===== config.mk =====
export PLATFORM = sky130hd
export DESIGN_NAME = umi_regfile_ep
export DESIGN_NICKNAME = d
export VERILOG_FILES = /design/src/rtl/umi_regfile_ep_pkg.sv /design/src/rtl/umi_regfile_ep_bank.sv /design/src/rtl/umi_regfile_ep.sv
export SDC_FILE = /design/constraint.sdc
export NUM_CORES = 1
export LEC_CHECK = 0
export ABC_AREA = 1
export CAP_MARGIN = 5
export CORE_ASPECT_RATIO = 0.7
export CORE_MARGIN = 8
export CORE_UTILIZATION = 35
export CTS_BUF_LIST = sky130_fd_sc_hd__clkbuf_4 sky130_fd_sc_hd__clkbuf_8
export CTS_CLUSTER_SIZE = 20
export DETAILED_ROUTE_END_ITERATION = 6
export PLACE_DENSITY = 0.63
export SYNTH_ARGS = -nofsm -noshare
export SYNTH_HDL_FRONTEND = slang
export SYNTH_SLANG_ARGS = --single-unit

===== constraint.sdc =====
create_clock -name clk -period 3.8 [get_ports clk]
set_clock_uncertainty 0.1 [all_clocks]
set_input_delay 0.95 -clock clk [delete_from_list [all_inputs] [get_ports clk]]
set_output_delay 0.95 -clock clk [all_outputs]
set_load 0.01 [all_outputs]

===== src/rtl/umi_regfile_ep_pkg.sv =====
// umi_regfile_ep_pkg
//   Shared definitions for the UMI register-file endpoint:
//   - UMI opcodes for the request and response directions
//   - response error codes
//   - endpoint FSM state type
//   - byte_mask(): turns a UMI size/lane offset into a byte-enable mask
package umi_regfile_ep_pkg;

    localparam logic [4:0] REQ_READ   = 5'h01;
    localparam logic [4:0] REQ_WRITE  = 5'h03;
    localparam logic [4:0] REQ_POSTED = 5'h05;
    localparam logic [4:0] RESP_READ  = 5'h02;
    localparam logic [4:0] RESP_WRITE = 5'h04;

    localparam logic [1:0] ERR_OK  = 2'b00;
    localparam logic [1:0] ERR_DEV = 2'b11;

    typedef enum logic {
        IDLE,
        RESP
    } state_t;

    // 2^size enabled bytes starting at the lane offset, aligned down to 2^size.
    // Sized for the widest supported word (32 bytes); callers truncate.
    function automatic logic [31:0] byte_mask(input logic [2:0] size,
                                              input logic [4:0] offset);
        logic [63:0] ones;
        logic [4:0]  align;
        logic [63:0] m;
        ones  = (64'd1 << (8'd1 << size)) - 64'd1;
        align = offset & ~((5'd1 << size) - 5'd1);
        m     = ones << align;
        return m[31:0];
    endfunction

endpackage


===== src/rtl/umi_regfile_ep_bank.sv =====
// umi_regfile_ep_bank
//   NREG x DW register array, cleared by synchronous active-low reset.
//   Ports:
//     clk, nreset       clock, synchronous active-low reset
//     we, wmask, waddr  write enable, per-byte enables, register index
//     wdata             write data (lane-aligned)
//     raddr, rdata      combinational read port
module umi_regfile_ep_bank #(
    parameter int DW   = 32,
    parameter int NREG = 16,
    parameter int IW   = $clog2(NREG)
) (
    input  logic            clk,
    input  logic            nreset,
    input  logic            we,
    input  logic [DW/8-1:0] wmask,
    input  logic [IW-1:0]   waddr,
    input  logic [DW-1:0]   wdata,
    input  logic [IW-1:0]   raddr,
    output logic [DW-1:0]   rdata
);

    logic [DW-1:0] regs [NREG];

    always_ff @(posedge clk) begin
        if (!nreset) begin
            for (int unsigned i = 0; i < unsigned'(NREG); i++) begin
                regs[i] <= '0;
            end
        end else if (we) begin
            for (int unsigned b = 0; b < unsigned'(DW / 8); b++) begin
                if (wmask[b]) begin
                    regs[waddr][8*b +: 8] <= wdata[8*b +: 8];
                end
            end
        end
    end

    always_comb begin
        rdata = regs[raddr];
    end

endmodule


===== src/rtl/umi_regfile_ep.sv =====
// umi_regfile_ep
//   UMI device endpoint exposing NREG DW-bit control/status registers.
//   Requests are consumed one at a time; reads and writes produce one
//   response, posted writes produce none and can be accepted every cycle.
//   Illegal requests (len!=0, oversized, unknown opcode) get a DEVERR response.
//   Optional: define UMI_REGFILE_EP_RANGECHK_EN to flag addresses outside
//   [BASE, BASE+NREG*DW/8) as DEVERR instead of aliasing modulo NREG.
//   Ports:
//     clk, nreset              clock, synchronous active-low reset
//     udev_req_*               request stream in (valid/ready handshake)
//     udev_resp_*              response stream out (valid/ready handshake)
module umi_regfile_ep
    import umi_regfile_ep_pkg::*;
#(
    parameter int            DW   = 32,
    parameter int            AW   = 64,
    parameter int            CW   = 32,
    parameter int            NREG = 16,
    parameter logic [AW-1:0] BASE = '0
) (
    input  logic          clk,
    input  logic          nreset,
    input  logic          udev_req_valid,
    input  logic [CW-1:0] udev_req_cmd,
    input  logic [AW-1:0] udev_req_dstaddr,
    input  logic [AW-1:0] udev_req_srcaddr,
    input  logic [DW-1:0] udev_req_data,
    output logic          udev_req_ready,
    output logic          udev_resp_valid,
    output logic [CW-1:0] udev_resp_cmd,
    output logic [AW-1:0] udev_resp_dstaddr,
    output logic [AW-1:0] udev_resp_srcaddr,
    output logic [DW-1:0] udev_resp_data,
    input  logic          udev_resp_ready
);

    localparam int NB  = DW / 8;
    localparam int LSB = $clog2(NB);
    localparam int IW  = $clog2(NREG);

    state_t        state;
    logic [4:0]    opcode;
    logic [2:0]    size;
    logic [7:0]    len;
    logic          is_read;
    logic          is_write;
    logic          is_posted;
    logic          range_err;
    logic          illegal;
    logic          hs;
    logic          do_write;
    logic [AW-1:0] rel;
    logic [IW-1:0] idx;
    logic [4:0]    offset;
    logic [NB-1:0] wmask;
    logic [DW-1:0] rdata;
    logic [CW-1:0] resp_cmd_nxt;

    always_comb begin
        opcode    = udev_req_cmd[4:0];
        size      = udev_req_cmd[7:5];
        len       = udev_req_cmd[15:8];
        is_read   = (opcode == REQ_READ);
        is_write  = (opcode == REQ_WRITE);
        is_posted = (opcode == REQ_POSTED);
        rel       = udev_req_dstaddr - BASE;
        idx       = IW'(rel >> LSB);
        offset    = 5'(udev_req_dstaddr & AW'(NB - 1));
        wmask     = NB'(byte_mask(size, offset));
`ifdef UMI_REGFILE_EP_RANGECHK_EN
        range_err = (udev_req_dstaddr < BASE) || (rel >= AW'(NREG * NB));
`else
        range_err = 1'b0;
`endif
        illegal   = (len != 8'd0) || (size > 3'(LSB)) ||
                    !(is_read || is_write || is_posted) || range_err;
        // ready is only ever high in IDLE, so no state term is needed here
        hs        = udev_req_valid && udev_req_ready;
        do_write  = hs && (is_write || is_posted) && !illegal;

        resp_cmd_nxt         = udev_req_cmd;
        resp_cmd_nxt[4:0]    = is_read ? RESP_READ : RESP_WRITE;
        resp_cmd_nxt[26:25]  = illegal ? ERR_DEV : ERR_OK;
    end

    umi_regfile_ep_bank #(
        .DW   (DW),
        .NREG (NREG),
        .IW   (IW)
    ) u_bank (
        .clk    (clk),
        .nreset (nreset),
        .we     (do_write),
        .wmask  (wmask),
        .waddr  (idx),
        .wdata  (udev_req_data),
        .raddr  (idx),
        .rdata  (rdata)
    );

    always_ff @(posedge clk) begin
        if (!nreset) begin
            state             <= IDLE;
            udev_req_ready    <= 1'b0;
            udev_resp_valid   <= 1'b0;
            udev_resp_cmd     <= '0;
            udev_resp_dstaddr <= '0;
            udev_resp_srcaddr <= '0;
            udev_resp_data    <= '0;
        end else begin
            case (state)
                IDLE: begin
                    udev_req_ready <= 1'b1;
                    // posted writes (legal or dropped) never leave IDLE
                    if (hs && !is_posted) begin
                        state             <= RESP;
                        udev_req_ready    <= 1'b0;
                        udev_resp_valid   <= 1'b1;
                        udev_resp_cmd     <= resp_cmd_nxt;
                        udev_resp_dstaddr <= udev_req_srcaddr;
                        udev_resp_srcaddr <= udev_req_dstaddr;
                        udev_resp_data    <= (is_read && !illegal) ? rdata : '0;
                    end
                end
                RESP: begin
                    if (udev_resp_ready) begin
                        state           <= IDLE;
                        udev_req_ready  <= 1'b1;
                        udev_resp_valid <= 1'b0;
                    end
                end
                default: begin
                    state           <= IDLE;
                    udev_req_ready  <= 1'b0;
                    udev_resp_valid <= 1'b0;
                end
            endcase
        end
    end

endmodule


==> results.toml, run 1 <==
[yosys]
yosysMostFrequentCell = "nand2_1"
ys_top_cells_by_count = "1281 x nand2_1, 745 x nor2_1, 512 x edfxtp_1, 389 x inv_1, 191 x dfxtp_1"
synth_cell_types = 33
yosys.area.top_type = "edfxtp_1"
synth-xor-area-share = 0
ys.flop_type = "edfxtp_1"
synth.avg_cell_area_um2 = 8.71
synth_fa_ha_area_frac = 0
netlist_instances = 3761
synthMuxAreaShare = 0
synth_top_family_by_area = "simple AND/OR/NAND/NOR gates"
synth_compound_area_frac = 0.0411
synth-seq-cells = 703
async_flop_share = 0
yosysWarnings = 0
yosys.area_share.simple = 0.294
synth_edf_count = 512
yosysSeqAreaShare = 0.586
syn_area_um2 = 32800
ys_top_cells_by_area = "edfxtp_1 47%, nand2_1 15%, dfxtp_1 12%"
synth_top_area_frac = 0.469

[sta]
min_period_over_period = 0.755
setup_violations = 0
final.min_clock_period_ns = 2.87
setup_tns_ns = 0
max_freq_ghz = 0.349
hold_viol_final = 0
rsz0062_at_grt = "false"
finalMaxSlewViolations = 0
setup_slack_ns = 0.932
slew_headroom = 0.373
worstMarginPinSlew_ns = 0.941

[clock_tree]
post_cts_resize_count = 0
tritoncts = "built"
numCtsBuffers = 109
clk_pin_slew_ns = 0.07
clockBufferDepth = 3
cts_setup_buffers = 0
cts_root_buf = "clkbuf_8"
ctsHoldBuffers = 0
htreeDepth = 3
clock_latency_ns = 0.81
cts.sinks = 703

[grt]
grt_max_degree = 179
overflow = 0
grt_first_pass_wirelength_mm = 149
grt_pass1_vias = 24400
grtUsageTotal = 0.185
antenna_found_initial = 3

[place]
port_buffers = 384
dp_slack_ns = 0.250
gp_congestion = 0.862
hpwl_mm = 69.4

[cells_and_area]
layout-drive-gt1-share = 0.106
nNetsFinal = 4373
fill_cells = 9163
seqCellArea_um2 = 19200
multi_input_area_um2 = 11000
syn_to_final_growth_pct = 23.8
final_core_util = 0.434

[pwr]
p_leak_nw = 17.7
clockPowerShare = 0.389
p_int_mw = 12.5
switchingPower_mw = 4.42
peakVddDrop_v = 0.000278
power_density_nw_per_um2 = 416
pwr-share-seq = 0.506
switching_share = 0.261
combPwrFrac = 0.105

[die]
start_util = 0.351
die-area_um2 = 104000
fp.dieW_um = 382
ioPinCount = 390
core_area_um2 = 93400
num_rows = 94
die_y_um = 272

[setup_path]
critPathRequiredTime_ns = 2.75
critPathCaptureType = "output pin"
cp_max_fo = 2
crit_arrival_ns = 1.82
crit_buf_inv = 1
slowest_delay_ns = 0.71
crit_chain = "clkdlybuf4s50_1"
crit_family = "buffers and inverters"
cp_slowest_cell = "clkdlybuf4s50_1"
critPathKind = "flip-flop to output pin"
startpoint_type = "flip-flop"

[run_status]
status = "completed"

[detailed_routing]
drt-total-wl_mm = 100
ant_nets = 0
vias = 25600
dr.pass1.iters = 6
wl_per_cell_um = 18.2
drc = 0
drt_iter0_drc = 2447
via_per_inst = 4.65

[hold_path]
holdCritPathClass = "flip-flop to flip-flop"

[flow_run]
drv_cap = 0
## area by class of cell
type,instances,share of cell area
multi-input combinational,2453,0.272
clock buffer,157,0.0469
tap,1248,0.0385
clock inverter,44,0.00768
sequential,703,0.473
antenna,4,0.000247
inverter,399,0.0373
timing repair buffer,511,0.125
## metal layers
layer / track usage / vias to the layer above / wire (um)
met3: 0.0548 / 113 / 9490
met1: 0.264 / 12100 / 45400
met5: 0 / - / 0
li1: - / 12600 / -
met4: 0.0372 / 0 / 1270
met2: 0.281 / 862 / 44300
## cells in the final DEF (no fill, tap or decap), types with 40 or more instances in the layout
cell / n
dfxtp_1: 191
o21ai_0: 58
nor2_1: 743
clkbuf_4: 41
nand2_1: 1280
a21oi_1: 187
edfxtp_1: 512
nand4_4: 64
inv_1: 388
clkbuf_8: 116
clkdlybuf4s50_1: 381
buf_4: 108
nor2_2: 40
## sequential cells by signal (all words and copies together) (netlist names)
name,count
udev_resp_dstaddr,64
u_bank.regs,512
udev_req_ready,1
udev_resp_srcaddr,64
state,1
udev_resp_cmd,28
udev_resp_valid,1
udev_resp_data,32
## per-stage QoR
| stage | area (um^2) | hold slack [ns] | power (mW) | instances |
|---|---|---|---|---|
| after floorplan | 32800 | 0.371 | 9.66 | 3763 |
| after global placement | 38300 | 0.335 | 10.5 | 5314 |
| after detailed placement | 38300 | 0.338 | 10.5 | 5314 |
| after CTS | 40600 | 0.353 | 17.0 | 5515 |
| after global routing | 40600 | 0.376 | 17.5 | 5518 |
| final | 40600 | 0.348 | 16.9 | 5519 |
## cells by family after synthesis
| family | count (synthesis) |
|---|---|
| and+or+nand+nor | 2185 |
| other | 1 |
| DFF | 703 |
| buffers and inverters | 607 |
| AOI/OAI and AO/OA | 265 |
## worst paths after layout
| path | slack (ns) | depth (start not counted) | to | start |
|---|---|---|---|---|
| worst min register to register | 0.35 | 2 | udev_resp_data[4]$_SDFFE_PN0P_ | udev_resp_data[4]$_SDFFE_PN0P_ |
| worst max register to register | 1.58 | 7 | udev_resp_srcaddr[45]$_SDFFE_PN0P_ | udev_req_ready$_SDFFE_PN0P_ |
| worst max-delay path | 0.93 | 1 | udev_resp_srcaddr[55] | udev_resp_srcaddr[55]$_SDFFE_PN0P_ |
| worst min-delay path | 0.35 | 2 | udev_resp_data[4]$_SDFFE_PN0P_ | udev_resp_data[4]$_SDFFE_PN0P_ |
## power by group through the flow
stage          Combinational (mW)  Clock (mW)  Sequential, mW
2_1_floorplan               0.931           0            8.73
3_3_place_gp                 1.76           0            8.70
3_5_place_dp                 1.77           0            8.71
4_1_cts                      1.78        6.68            8.55
5_1_grt                      1.94        7.02            8.57
6_report                     1.78        6.56            8.55
Note: power is estimated with default switching activity, not from simulation.
==> inputs of run 2 (changes only) <==
Settings changed: PLACE_DENSITY 0.63 to 0.65.
Clock period 3.8 ns to 2.4 ns, I/O delays scaled along.
==> results.toml, run 2 (synthesized netlist as in run 1, its figures left out) <==
[run_status]
status = "completed"

[pwr]
finalPower_mw = 27.4
peakVddDrop_v = 0.000505
p_leak_nw = 19.8
power_density_nw_per_um2 = 640

[die]
num_rows = 94
core_area_um2 = 93400
die-area_um2 = 104000
die_y_um = 272
start_util = 0.351
ioPinCount = 390
fp.dieW_um = 382

[grt]
grt_max_degree = 129
grt_pass1_vias = 25700
grt_first_pass_wirelength_mm = 156
overflow = 0
grtUsageTotal = 0.194
antenna_found_initial = 16

[clock_tree]
clock_latency_ns = 0.81
numCtsBuffers = 109
clockBufferDepth = 3
cts.sinks = 703
cts_root_buf = "clkbuf_8"
clk_pin_slew_ns = 0.07
htreeDepth = 3
tritoncts = "built"
ctsHoldBuffers = 0

[cells_and_area]
final_common_cell = "nand2_1"
final_area_um2 = 42900
largest_reg_flops = 512
final_cells = 5721
multi_input_area_um2 = 11000
largest_registers = "u_bank.regs (512), udev_resp_dstaddr (64), udev_resp_srcaddr (64)"
final_cell_mix = "1279 x nand2_1, 743 x nor2_1, 512 x edfxtp_1"
syn_to_final_growth_pct = 30.8
fill_cells = 8888
nNetsFinal = 4567
regMostFlops = "u_bank.regs"
seqCellArea_um2 = 19200
layout-drive-gt1-share = 0.145

[detailed_routing]
wl_per_cell_um = 18.2
vias = 26900
ant_nets = 0
dr.pass1.iters = 7
drt_iter0_drc = 2697
top_layer = "met5"
drc = 0
routedLengthMet1_mm = 45.7
via_per_inst = 4.69
wl_met2_mm = 44.9
drt-total-wl_mm = 104
wl_met3_mm = 11.1

[setup_path]
startpoint_type = "flip-flop"
slowest_delay_ns = 0.46
startpoint = "udev_resp_srcaddr[20]$_SDFFE_PN0P_"
reg2regPathDepth = 6
reg2reg_from = "udev_req_ready$_SDFFE_PN0P_"
cp-endpoint = "udev_resp_srcaddr[20]"
timing.rr.end = "u_bank.regs[7][21]$_SDFFCE_PN0P_"
crit_buf_inv = 1
cp_slowest_cell = "dlygate4sd2_1"
critPathRequiredTime_ns = 1.70
rrSetupSlack_ns = 0.56
critPathKind = "flip-flop to output pin"
critPathCaptureType = "output pin"
cp_max_fo = 2
crit_family = "buffers and inverters"
path_depth = 1
crit_arrival_ns = 1.59
crit_chain = "dlygate4sd2_1"

[sta]
hold_viol_final = 0
setup_violations = 0
slew_headroom = 0.553
final.min_clock_period_ns = 2.29
max_freq_ghz = 0.437
rsz0062_at_grt = "false"
finalMaxSlewViolations = 0
worstMarginPinSlew_ns = 0.671
min_period_over_period = 0.953

[place]
port_buffers = 384
hpwl_mm = 74.5
dp.cells = 5508
placed_cell_area_um2 = 40800
gp_congestion = 0.891

[hold_path]
holdCritPathClass = "input pin to flip-flop"

[flow_run]
drv_cap = 0
[run 2: cell count changes in the layout (fill, tap and decap cells not counted), sizes merged]
| cell | change |
|---|---|
| clkdlybuf4s50 | -191 |
| dlygate4sd2 | +191 |
| diode | +9 |
| clkinv | +4 |
| buf | +194 |
| bufinv | +3 |
| clkbuf | -6 |
| inv | -2 |
[run 2: worst min path at each step]
stage | startpoint | to | slack [ns] | cells past startpoint
floorplan | udev_resp_cmd[1]$_SDFFE_PN0P_ | udev_resp_cmd[1]$_SDFFE_PN0P_ | 0.37 | 2
global placement | udev_resp_data[31]$_SDFFE_PN0P_ | udev_resp_data[31]$_SDFFE_PN0P_ | 0.34 | 2
detailed placement | udev_resp_data[2]$_SDFFE_PN0P_ | udev_resp_data[2]$_SDFFE_PN0P_ | 0.34 | 2
CTS | udev_req_srcaddr[27] | udev_resp_dstaddr[27]$_SDFFE_PN0P_ | 0.16 | 3
global route | udev_req_srcaddr[22] | udev_resp_dstaddr[22]$_SDFFE_PN0P_ | 0.19 | 3
finish | udev_req_srcaddr[39] | udev_resp_dstaddr[39]$_SDFFE_PN0P_ | 0.23 | 3
[run 2: layer usage]
| layer | track usage | vias to the layer above |
|---|---|---|
| met1 | 0.273 | 12600 |
| met3 | 0.0659 | 172 |
| met5 | 0 | - |
| met2 | 0.282 | 1050 |
| met4 | 0.0568 | 4 |
| li1 | - | 13000 |
[run 2: timing repair]
action / in CTS / in global routing
buffers inserted: 0 / 0
endpoints found under the setup margin: 191 / 0
resized for setup: 193 / 0
[run 2: cell type report]
class,instances,area share
sequential,703,0.448
clock inverter,49,0.00978
multi-input combinational,2453,0.257
inverter,399,0.0353
clock buffer,151,0.0438
antenna,13,0.000759
timing repair buffer,705,0.169
tap,1248,0.0364
[run 2: report_power, final]
group	switching, mW	leakage [nW]	total [mW]	internal [mW]
sequential	0.147	6.89	13.5	13.4
combinational	1.95	11.7	3.20	1.25
clock	5.05	1.21	10.7	5.65
total	7.15	19.8	27.4	20.3
[run 2: stage by stage]
stage | setup TNS, ns | worst slack, ns | util | hold WS, ns
finish | 0 | 0.113 | 0.459 | 0.234
global route | 0 | 0.0140 | 0.459 | 0.188
CTS | 0 | 0.0531 | 0.459 | 0.156
detailed placement | -498.69 | -0.648 | 0.437 | 0.340
global placement | -488.37 | -0.631 | 0.437 | 0.339
floorplan | 0 | 0.0999 | - | 0.371
